==> src/rtl/sdram_arbiter.sv <==
// sdram_arbiter: shares one SDRAM command port between the CPU PRG-read path,
// the PPU CHR-read path, the SDIO loader write path and a periodic refresh
// scheduler. Exactly one SDRAM operation is outstanding at a time. Grants use
// fixed priority: refresh > ppu > cpu > loader.
module sdram_arbiter #(
    parameter int ADDR_BITS        = 24,
    parameter int REFRESH_INTERVAL = 780
) (
    input  logic                 clk,
    input  logic                 rst_n,
    input  logic                 load_state,
    input  logic [ADDR_BITS-1:0] prg_offset,
    input  logic [ADDR_BITS-1:0] chr_offset,
    input  logic                 cpu_req,
    input  logic [ADDR_BITS-1:0] cpu_addr,
    output logic                 cpu_ack,
    output logic [15:0]          cpu_rdata,
    input  logic                 ppu_req,
    input  logic [ADDR_BITS-1:0] ppu_addr,
    output logic                 ppu_ack,
    output logic [15:0]          ppu_rdata,
    input  logic                 ld_req,
    input  logic [ADDR_BITS-1:0] ld_addr,
    input  logic [15:0]          ld_wdata,
    output logic                 ld_ack,
    output logic                 mem_cmd_valid,
    input  logic                 mem_cmd_ready,
    output logic [1:0]           mem_cmd_op,
    output logic [ADDR_BITS-1:0] mem_addr,
    output logic [15:0]          mem_wdata,
    input  logic                 mem_done,
    input  logic [15:0]          mem_rdata,
    output logic                 refresh_overrun
);

    localparam int                CNT_W      = $clog2(REFRESH_INTERVAL);
    localparam logic [CNT_W-1:0]  CNT_RELOAD = CNT_W'(REFRESH_INTERVAL - 1);
    localparam logic [CNT_W-1:0]  CNT_ONE    = CNT_W'(1);

    localparam logic [1:0] OP_READ    = 2'b00;
    localparam logic [1:0] OP_WRITE   = 2'b01;
    localparam logic [1:0] OP_REFRESH = 2'b10;

    typedef enum logic [1:0] {
        ST_IDLE  = 2'b00,
        ST_ISSUE = 2'b01,
        ST_WAIT  = 2'b10
    } state_t;

    typedef enum logic [1:0] {
        GNT_REF = 2'b00,
        GNT_PPU = 2'b01,
        GNT_CPU = 2'b10,
        GNT_LD  = 2'b11
    } gnt_t;

    state_t                 state_r;
    gnt_t                   gnt_r;
    logic [CNT_W-1:0]       ref_cnt_r;
    logic                   ref_pend_r;
    logic                   cpu_pend_r;
    logic                   ppu_pend_r;
    logic                   ld_pend_r;
    logic [ADDR_BITS-1:0]   cpu_addr_r;
    logic [ADDR_BITS-1:0]   ppu_addr_r;
    logic [ADDR_BITS-1:0]   ld_addr_r;
    logic [15:0]            ld_wdata_r;

    logic                   ref_fire_s;
    logic                   done_s;
    logic                   ref_clr_s;
    logic                   cpu_clr_s;
    logic                   ppu_clr_s;
    logic                   ld_clr_s;
    logic                   cpu_take_s;
    logic                   ppu_take_s;
    logic                   ld_take_s;

    assign ref_fire_s = (ref_cnt_r == {CNT_W{1'b0}});
    assign done_s     = (state_r == ST_WAIT) && mem_done;
    assign ref_clr_s  = done_s && (gnt_r == GNT_REF);
    assign ppu_clr_s  = done_s && (gnt_r == GNT_PPU);
    assign cpu_clr_s  = done_s && (gnt_r == GNT_CPU);
    assign ld_clr_s   = done_s && (gnt_r == GNT_LD);

    // A request completing this cycle frees its slot, so a new request of the
    // same requester in that cycle is accepted (set wins over clear).
    assign cpu_take_s = cpu_req && !load_state && (!cpu_pend_r || cpu_clr_s);
    assign ppu_take_s = ppu_req && !load_state && (!ppu_pend_r || ppu_clr_s);
    assign ld_take_s  = ld_req && (!ld_pend_r || ld_clr_s);

    // Refresh interval timer: counts down and reloads when it reaches zero
    always_ff @(posedge clk or negedge rst_n) begin
        if (!rst_n) begin
            ref_cnt_r <= CNT_RELOAD;
        end else if (ref_fire_s) begin
            ref_cnt_r <= CNT_RELOAD;
        end else begin
            ref_cnt_r <= ref_cnt_r - CNT_ONE;
        end
    end

    // Pending flags, offset address capture and sticky refresh overrun
    always_ff @(posedge clk or negedge rst_n) begin
        if (!rst_n) begin
            ref_pend_r      <= 1'b0;
            cpu_pend_r      <= 1'b0;
            ppu_pend_r      <= 1'b0;
            ld_pend_r       <= 1'b0;
            cpu_addr_r      <= {ADDR_BITS{1'b0}};
            ppu_addr_r      <= {ADDR_BITS{1'b0}};
            ld_addr_r       <= {ADDR_BITS{1'b0}};
            ld_wdata_r      <= 16'h0000;
            refresh_overrun <= 1'b0;
        end else begin
            if (ref_fire_s && ref_pend_r) begin
                refresh_overrun <= 1'b1;
            end
            if (ref_fire_s) begin
                ref_pend_r <= 1'b1;
            end else if (ref_clr_s) begin
                ref_pend_r <= 1'b0;
            end
            if (cpu_take_s) begin
                cpu_pend_r <= 1'b1;
                cpu_addr_r <= cpu_addr + prg_offset;
            end else if (cpu_clr_s) begin
                cpu_pend_r <= 1'b0;
            end
            if (ppu_take_s) begin
                ppu_pend_r <= 1'b1;
                ppu_addr_r <= ppu_addr + chr_offset;
            end else if (ppu_clr_s) begin
                ppu_pend_r <= 1'b0;
            end
            if (ld_take_s) begin
                ld_pend_r  <= 1'b1;
                ld_addr_r  <= ld_addr;
                ld_wdata_r <= ld_wdata;
            end else if (ld_clr_s) begin
                ld_pend_r <= 1'b0;
            end
        end
    end

    // Command FSM: grant in IDLE, hold command until accepted, await completion
    always_ff @(posedge clk or negedge rst_n) begin
        if (!rst_n) begin
            state_r       <= ST_IDLE;
            gnt_r         <= GNT_REF;
            mem_cmd_valid <= 1'b0;
            mem_cmd_op    <= 2'b00;
            mem_addr      <= {ADDR_BITS{1'b0}};
            mem_wdata     <= 16'h0000;
            cpu_ack       <= 1'b0;
            ppu_ack       <= 1'b0;
            ld_ack        <= 1'b0;
            cpu_rdata     <= 16'h0000;
            ppu_rdata     <= 16'h0000;
        end else begin
            cpu_ack <= 1'b0;
            ppu_ack <= 1'b0;
            ld_ack  <= 1'b0;
            case (state_r)
                ST_IDLE: begin
                    if (ref_pend_r) begin
                        gnt_r         <= GNT_REF;
                        mem_cmd_op    <= OP_REFRESH;
                        mem_addr      <= {ADDR_BITS{1'b0}};
                        mem_wdata     <= 16'h0000;
                        mem_cmd_valid <= 1'b1;
                        state_r       <= ST_ISSUE;
                    end else if (ppu_pend_r) begin
                        gnt_r         <= GNT_PPU;
                        mem_cmd_op    <= OP_READ;
                        mem_addr      <= ppu_addr_r;
                        mem_wdata     <= 16'h0000;
                        mem_cmd_valid <= 1'b1;
                        state_r       <= ST_ISSUE;
                    end else if (cpu_pend_r) begin
                        gnt_r         <= GNT_CPU;
                        mem_cmd_op    <= OP_READ;
                        mem_addr      <= cpu_addr_r;
                        mem_wdata     <= 16'h0000;
                        mem_cmd_valid <= 1'b1;
                        state_r       <= ST_ISSUE;
                    end else if (ld_pend_r) begin
                        gnt_r         <= GNT_LD;
                        mem_cmd_op    <= OP_WRITE;
                        mem_addr      <= ld_addr_r;
                        mem_wdata     <= ld_wdata_r;
                        mem_cmd_valid <= 1'b1;
                        state_r       <= ST_ISSUE;
                    end else begin
                        mem_cmd_valid <= 1'b0;
                        state_r       <= ST_IDLE;
                    end
                end
                ST_ISSUE: begin
                    if (mem_cmd_ready) begin
                        mem_cmd_valid <= 1'b0;
                        state_r       <= ST_WAIT;
                    end else begin
                        mem_cmd_valid <= 1'b1;
                        state_r       <= ST_ISSUE;
                    end
                end
                ST_WAIT: begin
                    if (mem_done) begin
                        case (gnt_r)
                            GNT_PPU: begin
                                ppu_rdata <= mem_rdata;
                                ppu_ack   <= 1'b1;
                            end
                            GNT_CPU: begin
                                cpu_rdata <= mem_rdata;
                                cpu_ack   <= 1'b1;
                            end
                            GNT_LD: begin
                                ld_ack <= 1'b1;
                            end
                            default: begin
                                ld_ack <= 1'b0;
                            end
                        endcase
                        state_r <= ST_IDLE;
                    end else begin
                        state_r <= ST_WAIT;
                    end
                end
                default: begin
                    mem_cmd_valid <= 1'b0;
                    state_r       <= ST_IDLE;
                end
            endcase
        end
    end

endmodule

==> config.mk <==
export PLATFORM = sky130hd
export DESIGN_NAME = sdram_arbiter
export DESIGN_NICKNAME = d
export VERILOG_FILES = /design/src/rtl/sdram_arbiter.sv
export SDC_FILE = /design/constraint.sdc
export NUM_CORES = 1
export LEC_CHECK = 0
export ABC_AREA = 1
export CAP_MARGIN = 15
export CELL_PAD_IN_SITES_DETAIL_PLACEMENT = 1
export CELL_PAD_IN_SITES_GLOBAL_PLACEMENT = 1
export CORE_AREA = 2 2 173 175
export CTS_CLUSTER_SIZE = 14
export DETAILED_ROUTE_END_ITERATION = 16
export DIE_AREA = 0 0 175 177
export PLACE_DENSITY = 0.83
export SLEW_MARGIN = 20
export SYNTH_ARGS = -nofsm -noshare
export SYNTH_HDL_FRONTEND = slang
export SYNTH_SLANG_ARGS = --single-unit
==> constraint.sdc <==
create_clock -name clk -period 2.04 [get_ports clk]
set_clock_uncertainty 0.2 [all_clocks]
set_input_delay 0.408 -clock clk [delete_from_list [all_inputs] [get_ports clk]]
set_output_delay 0.408 -clock clk [all_outputs]
set_load 0.02 [all_outputs]
# Word-level counts from Yosys, hierarchy flattened
# Index checks and enable logic that the tools add are counted.
dict set report totals {
  rom_bits 0
  in_bits 160
  register_bits 185
  ramBits 0
  output_inout_bits 79
  elab_cells 105
  memories 0
  latch_bits 0
}
dict set report op_classes {
  bitwise 0
  order_cmp 0
  reduce_logical 29
  shifts 0
  n_mux 47
  multipliers 0
  n_eq_ne 5
  n_addsub 3
  div_mod_pow 0
}
# op count
set ops {}
lappend ops {{$mux 24} 4}
lappend ops {{$mux 16} 4}
lappend ops {{$add 24x24->24} 2}
lappend ops {{$mux 1} 26}
lappend ops {{$mux 2} 10}
lappend ops {{$logic_and 1x1->1} 11}
lappend ops {{$logic_not 10->1} 1}
lappend ops {{$mux 10} 1}
lappend ops {{$sub 10x1->10 const B} 1}
lappend ops {{$reduce_bool 2->1} 4}
lappend ops {{$eq 2x2->1 const B} 3}
lappend ops {{$pmux 2 s3} 1}
lappend ops {{$reduce_and 3->1} 2}
lappend ops {{$eq 2x1->1 const B} 2}
lappend ops {{$logic_not 1->1} 4}
lappend ops {{$logic_not 2->1} 2}
lappend ops {{$reduce_bool 4->1} 1}
lappend ops {{$logic_or 1x1->1} 3}
lappend ops {{$pmux 1 s3} 1}
lappend ops {{$reduce_and 2->1} 1}

# Longest topological paths before layout
dict set report depth {
  word_depth 6
  depth_mapped 12
  ltp_nobuf 12
}

# Worst setup path after synthesis
# OpenSTA, ideal clock, no wires.
dict set report synth_timing {
  kind {in2reg}
  start {input port prg_offset[0]}
  end {register cpu_addr_r[12]}
  arrival_time_ps 1717
  setup_ps 76
  n_path_buf 0
  path_slack_ps 47
  stages 11
  t_required_ps 1764
  cell_sequence {ha_1 > fa_1 > nand2_1 > nand2_1 > nand2_1 > o21ai_0 > nand2_1 > nand2_1 > nand2_1 > nand2_1 > o21ai_1}
}
dict set report synth_between {
  elab_chain_cells 1
}
# element line_no
set synth_lines {}
lappend synth_lines {{from (decl)} 12} ;# input logic [ADDR_BITS-1:0] prg_offset,
lappend synth_lines {{$add 24x24->24} 126} ;# cpu_addr_r <= cpu_addr + prg_offset;
lappend synth_lines {{to (signal assigned)} 110} ;# cpu_addr_r <= {ADDR_BITS{1'b0}};
lappend synth_lines {{to (signal assigned)} 126}
lappend synth_lines {{to (decl)} 64} ;# logic [ADDR_BITS-1:0] cpu_addr_r;
# Every way passes these cells.
# A chain may end at the register's enable or synchronous reset.

# Worst setup path in the final report
dict set report layout_timing {
  start {input port chr_offset[4]}
  end {register ppu_addr_r[9]}
}
dict set report layout_between {
  elab_chain_cells 1
}
# element line_no
set layout_lines {}
lappend layout_lines {{from (decl)} 13} ;# input logic [ADDR_BITS-1:0] chr_offset,
lappend layout_lines {{$add 24x24->24} 132} ;# ppu_addr_r <= ppu_addr + chr_offset;
lappend layout_lines {{to (signal assigned)} 111} ;# ppu_addr_r <= {ADDR_BITS{1'b0}};
lappend layout_lines {{to (signal assigned)} 132}
lappend layout_lines {{to (decl)} 65} ;# logic [ADDR_BITS-1:0] ppu_addr_r;
# Every way passes these cells.

==> impl.org <==
** Detailed routing
- DRC Markers :: 0
- Summing over every cut layer, the via total after detailed routing is about 11000.
- Routed via count divided by cell count :: 5.00
- Number of nets still failing antenna checks after routing :: 0
- The detailed router finished its first iteration with 568 violations.
- Overall routed net length :: between 30000 and 40000 µm
- After detailed routing, the average wire length per cell comes to 18.2 µm.
- The first detailed-routing pass took 5 iterations.

** Layout
- Synth-to-Final Area Change :: 48.5%
- After routing the design area is 15800 µm².
- Layout cells sized above 1 :: 19.1%
- Net count reported at finish :: 1983
- Leaving out fill and tap cells, the most frequent cell in the layout is nand2_1.
- Cell Count, Final, Fillers Out :: 2180
- The library cells used most frequently in the layout, excluding fill and tap cells, are 510 x nand2_1, 184 x inv_1, 179 x dfrtp_1.
- Final Util :: 54.0%

** Yosys
- The synthesized netlist devotes 5.91% of its cell area to adder and majority cells.
- Simple logic cell fraction of the synthesized area :: roughly 30%
- Count of cell types in the netlist :: 37
- Netlist Area Pre-Place :: 10600 µm²
- Top cells by area, synth :: dfrtp_1 42%, nand2_1 19%, inv_1 6.7%
- Share of the synthesized area in compound gates (AO/OA/AOI/OAI) :: 7.58%
- Fraction of the yosys area taken by sequential cells :: 43.6%
- Of all cell types, the one taking the most synthesized area is dfrtp_1.
- Synth Area in XOR/XNOR :: under 10%
- Yosys synthesis warning count :: 0
- Number of standard cells after synthesis :: 1426
- After synthesis, the share of flip-flops with an asynchronous set or reset is 100%.
- After synthesis the netlist holds a flip-flop and latch count of about 190.
- Net count after synthesis :: 1635
- Multiplexer fraction of the synthesized cell area :: 2.54%
- Of the post-synthesis cell area, the dominant cell type holds 42.4%.
- Dominant combinational cell family by area after synthesis :: simple AND/OR/NAND/NOR gates
- Among all flip-flop cells after synthesis, the most frequent one is dfrtp_1.
- Counting flops with a built-in enable in the synthesized netlist gives 0.
- Dividing the synthesized area by the synthesized cell count gives about 7.5 µm².

** Power
- Across the VDD grid, the largest voltage drop is 0.767 mV.
- For this design the static power due to leakage is 8.62 nW.
- Power Dens Cells :: 1030 nW/µm²

** STA
- Slew of the pin with the lowest slew margin :: 0.455 ns
- The final max-slew violation count is 0.
- Headroom to the max-slew limit :: 69.7%
- Setup slack on the critical path of the routed design comes to -0.0228 ns.
- Sum of negative setup slack :: -0.0228 ns
- Of the available clock period, the critical path in the final layout requires 101%.
- Derived from the worst setup path, the maximum achievable clock frequency is 485 MHz.
- Setup repair after global routing could not meet its margin everywhere.
- Period minus WS final :: 2.06 ns
- Setup violations remaining at the end of the flow were counted as 1.
- Hold violation total from the final report :: 0

** Floorplan
- The region available for standard cell placement spans 29200 µm².
- For this design the top-level I/O count stands at 239.
- Horizontal die dimension :: 175 µm
- Die Y-Extent :: approximately 180 µm
- The floorplan has 63 rows.
- For this configuration, the core starts out at a cell density of 36.3%.
- The die covers roughly 31000 µm².

** Clocking
- TritonCTS clock tree :: yes
- The clock reaches the later pin of the worst-skew pair after roughly 0.44 ns.
- CTS built an H-tree with a depth of 4.
- Clock-pin slew was measured on the worst setup and hold paths at 0.08 ns.
- CTS root buf :: clkbuf_16
- Clock Tree Buf Depth :: 2
- Clock sinks :: roughly 190
- Clock buffers created by TritonCTS :: 17

** Place
- Total of buffers placed on input and output ports :: 238
- Once placement finished, the instance area stood at 14200 µm².
- Detailed-placement wirelength estimate :: 29300 µm
- Placer Congestion :: approximately 0.9
- In this run, placement finished with an instance count of ~2100.

** Run status
- The final reports fail on setup timing.
- Status :: finished with violations

** Global route
- Aggregate global routing overflow :: 0
- Number of antenna violations at the first check in global routing :: 4
- Vias in the first global route :: 11400
- Entering global routing, the biggest net connects 57 pins.
- The first global-routing pass estimated 58500 µm of wire.
- For this run, the total global-route usage over all layers was measured as 24.0%.

** Worst setup path
- Slack of the worst reg-to-reg path :: 0.09 ns
- The slowest stage of the critical path belongs to the cell clkdlybuf4s50_1.
- For the worst setup path, the data arrival time is 2.19 ns.
- Ordered list of cells on the worst path :: clkdlybuf4s50_1 > ha_4 > nand2_1 > nand2_1 > inv_1 > nand2_1 > nand2_1 > nand3_2 > or2_2 > nand3_1 > nand2_1
- STA classifies the critical path endpoint as a flip-flop.
- Most Frequent Cell on Critical Path :: nand2_1
- Req. time, crit path :: 2.17 ns
- STA classifies the critical path startpoint as an input pin.
- Of all nets on the critical path, the largest fanout is 4.
- The setup path with the least slack is of type in2reg.
- For this run, the slowest stage of the critical path takes 0.54 ns.

** Flow run
- Across the run, the number of max-cap violations was 0.

** Worst hold path
- Worst Hold Class :: in2async
-- final timing paths --
kind / to / from / depth (start not counted)
max: ppu_addr_r[9]$_DFFE_PN0P_ / chr_offset[4] / 11
min: mem_wdata[3]$_DFFE_PN0P_ / rst_n / 2
max reg2reg: cpu_addr_r[2]$_DFFE_PN0P_ / state_r[0]$_DFF_PN0_ / 10
min reg2reg: ppu_rdata[3]$_DFFE_PN0P_ / ppu_rdata[3]$_DFFE_PN0P_ / 2
max in group asynchronous: ppu_addr_r[16]$_DFFE_PN0P_ / rst_n / 3
min in group clk: cpu_addr_r[0]$_DFFE_PN0P_ / cpu_addr[0] / 4
-- worst max-delay path, delay by kind of cell --
kind                     cells  cell delay, ns
AND/OR/NAND/NOR              8            0.88
buffers and inverters        2            0.66
adder cells (fa/ha/maj)      1            0.24
-- synth_stat cells (3+ instances only) --
library cell,number
dfrtp_1,180
inv_1,191
nand3_1,68
o221ai_1,6
o22ai_1,20
or2_2,7
ha_1,47
clkbuf_1,18
nand4_1,10
mux2_2,24
o21ai_1,21
dfstp_2,5
nand3b_1,10
xor2_1,6
nor3_1,7
nand2_2,4
o31ai_1,20
nor3_4,3
buf_2,7
o21ai_0,26
buf_6,5
inv_2,5
nand2_1,549
nor2_1,114
a21oi_1,42
xnor2_1,15
-- kinds of logic after synthesis --
group	after synthesis
buffers and inverters	230
adder cells (fa/ha/maj)	49
AND/OR/NAND/NOR	778
AO/OA/AOI/OAI	139
XOR/XNOR	21
flip-flops	185
multiplexers	24
-- per-stage QoR --
step / total power [W] / worst slack, ns / hold slack (ns)
4_1_cts: 0.0161 / 0.00185 / 0.271
2_1_floorplan: 0.00958 / 0.0467 / -0.0876
3_5_place_dp: 0.0128 / -0.641 / 0.170
3_3_place_gp: 0.0125 / -0.568 / 0.161
5_1_grt: 0.0171 / -0.0733 / 0.283
6_report: 0.0162 / -0.0228 / 0.248
-- state kept, by name (all words and copies together) (netlist names), 2 cells and up --
register and flops:
cpu_addr_r 24, ppu_rdata 16, cpu_rdata 16, ppu_addr_r 24, ld_addr_r 24, mem_cmd_op 2, gnt_r 2, ld_wdata_r 16
state_r 2, ref_cnt_r 10, mem_addr 24, mem_wdata 16
-- where the power goes --
group / internal [W] / leakage, nW / switching, W
Combinational: 0.00294 / 6.05 / 0.00401
Sequential: 0.00513 / 2.29 / 0.000916
Clock: 0.00165 / 0.277 / 0.00156
Total: 0.00972 / 8.62 / 0.00649
-- timing repair --
action / CTS / global route
hold buffers: 1 / 0
setup buffers: 0 / 8
pin swaps: 1 / 33
resized for setup: 61 / 194
setup endpoints to repair: 70 / 91
hold endpoints to repair: 35 / 0
-- final cells by class --
cell class                      instances  area (µm²)
Multi-Input combinational cell       1011        5830
Inverter                              198         744
Clock inverter                         14         133
Antenna cell                            3        7.51
Sequential cell                       185        4640
Timing Repair Buffer                  361        3500
Tap cell                              390         488
Fill cell                            3519       13500
Clock buffer                           18         439
-- per-layer routing --
metal  routed length [µm]  track usage, %
met5                   12               0
met4                  998            7.60
met3                 1690            3.37
met2                20700            44.2
met1                16200            29.0
(Power assumes the default switching activity.)
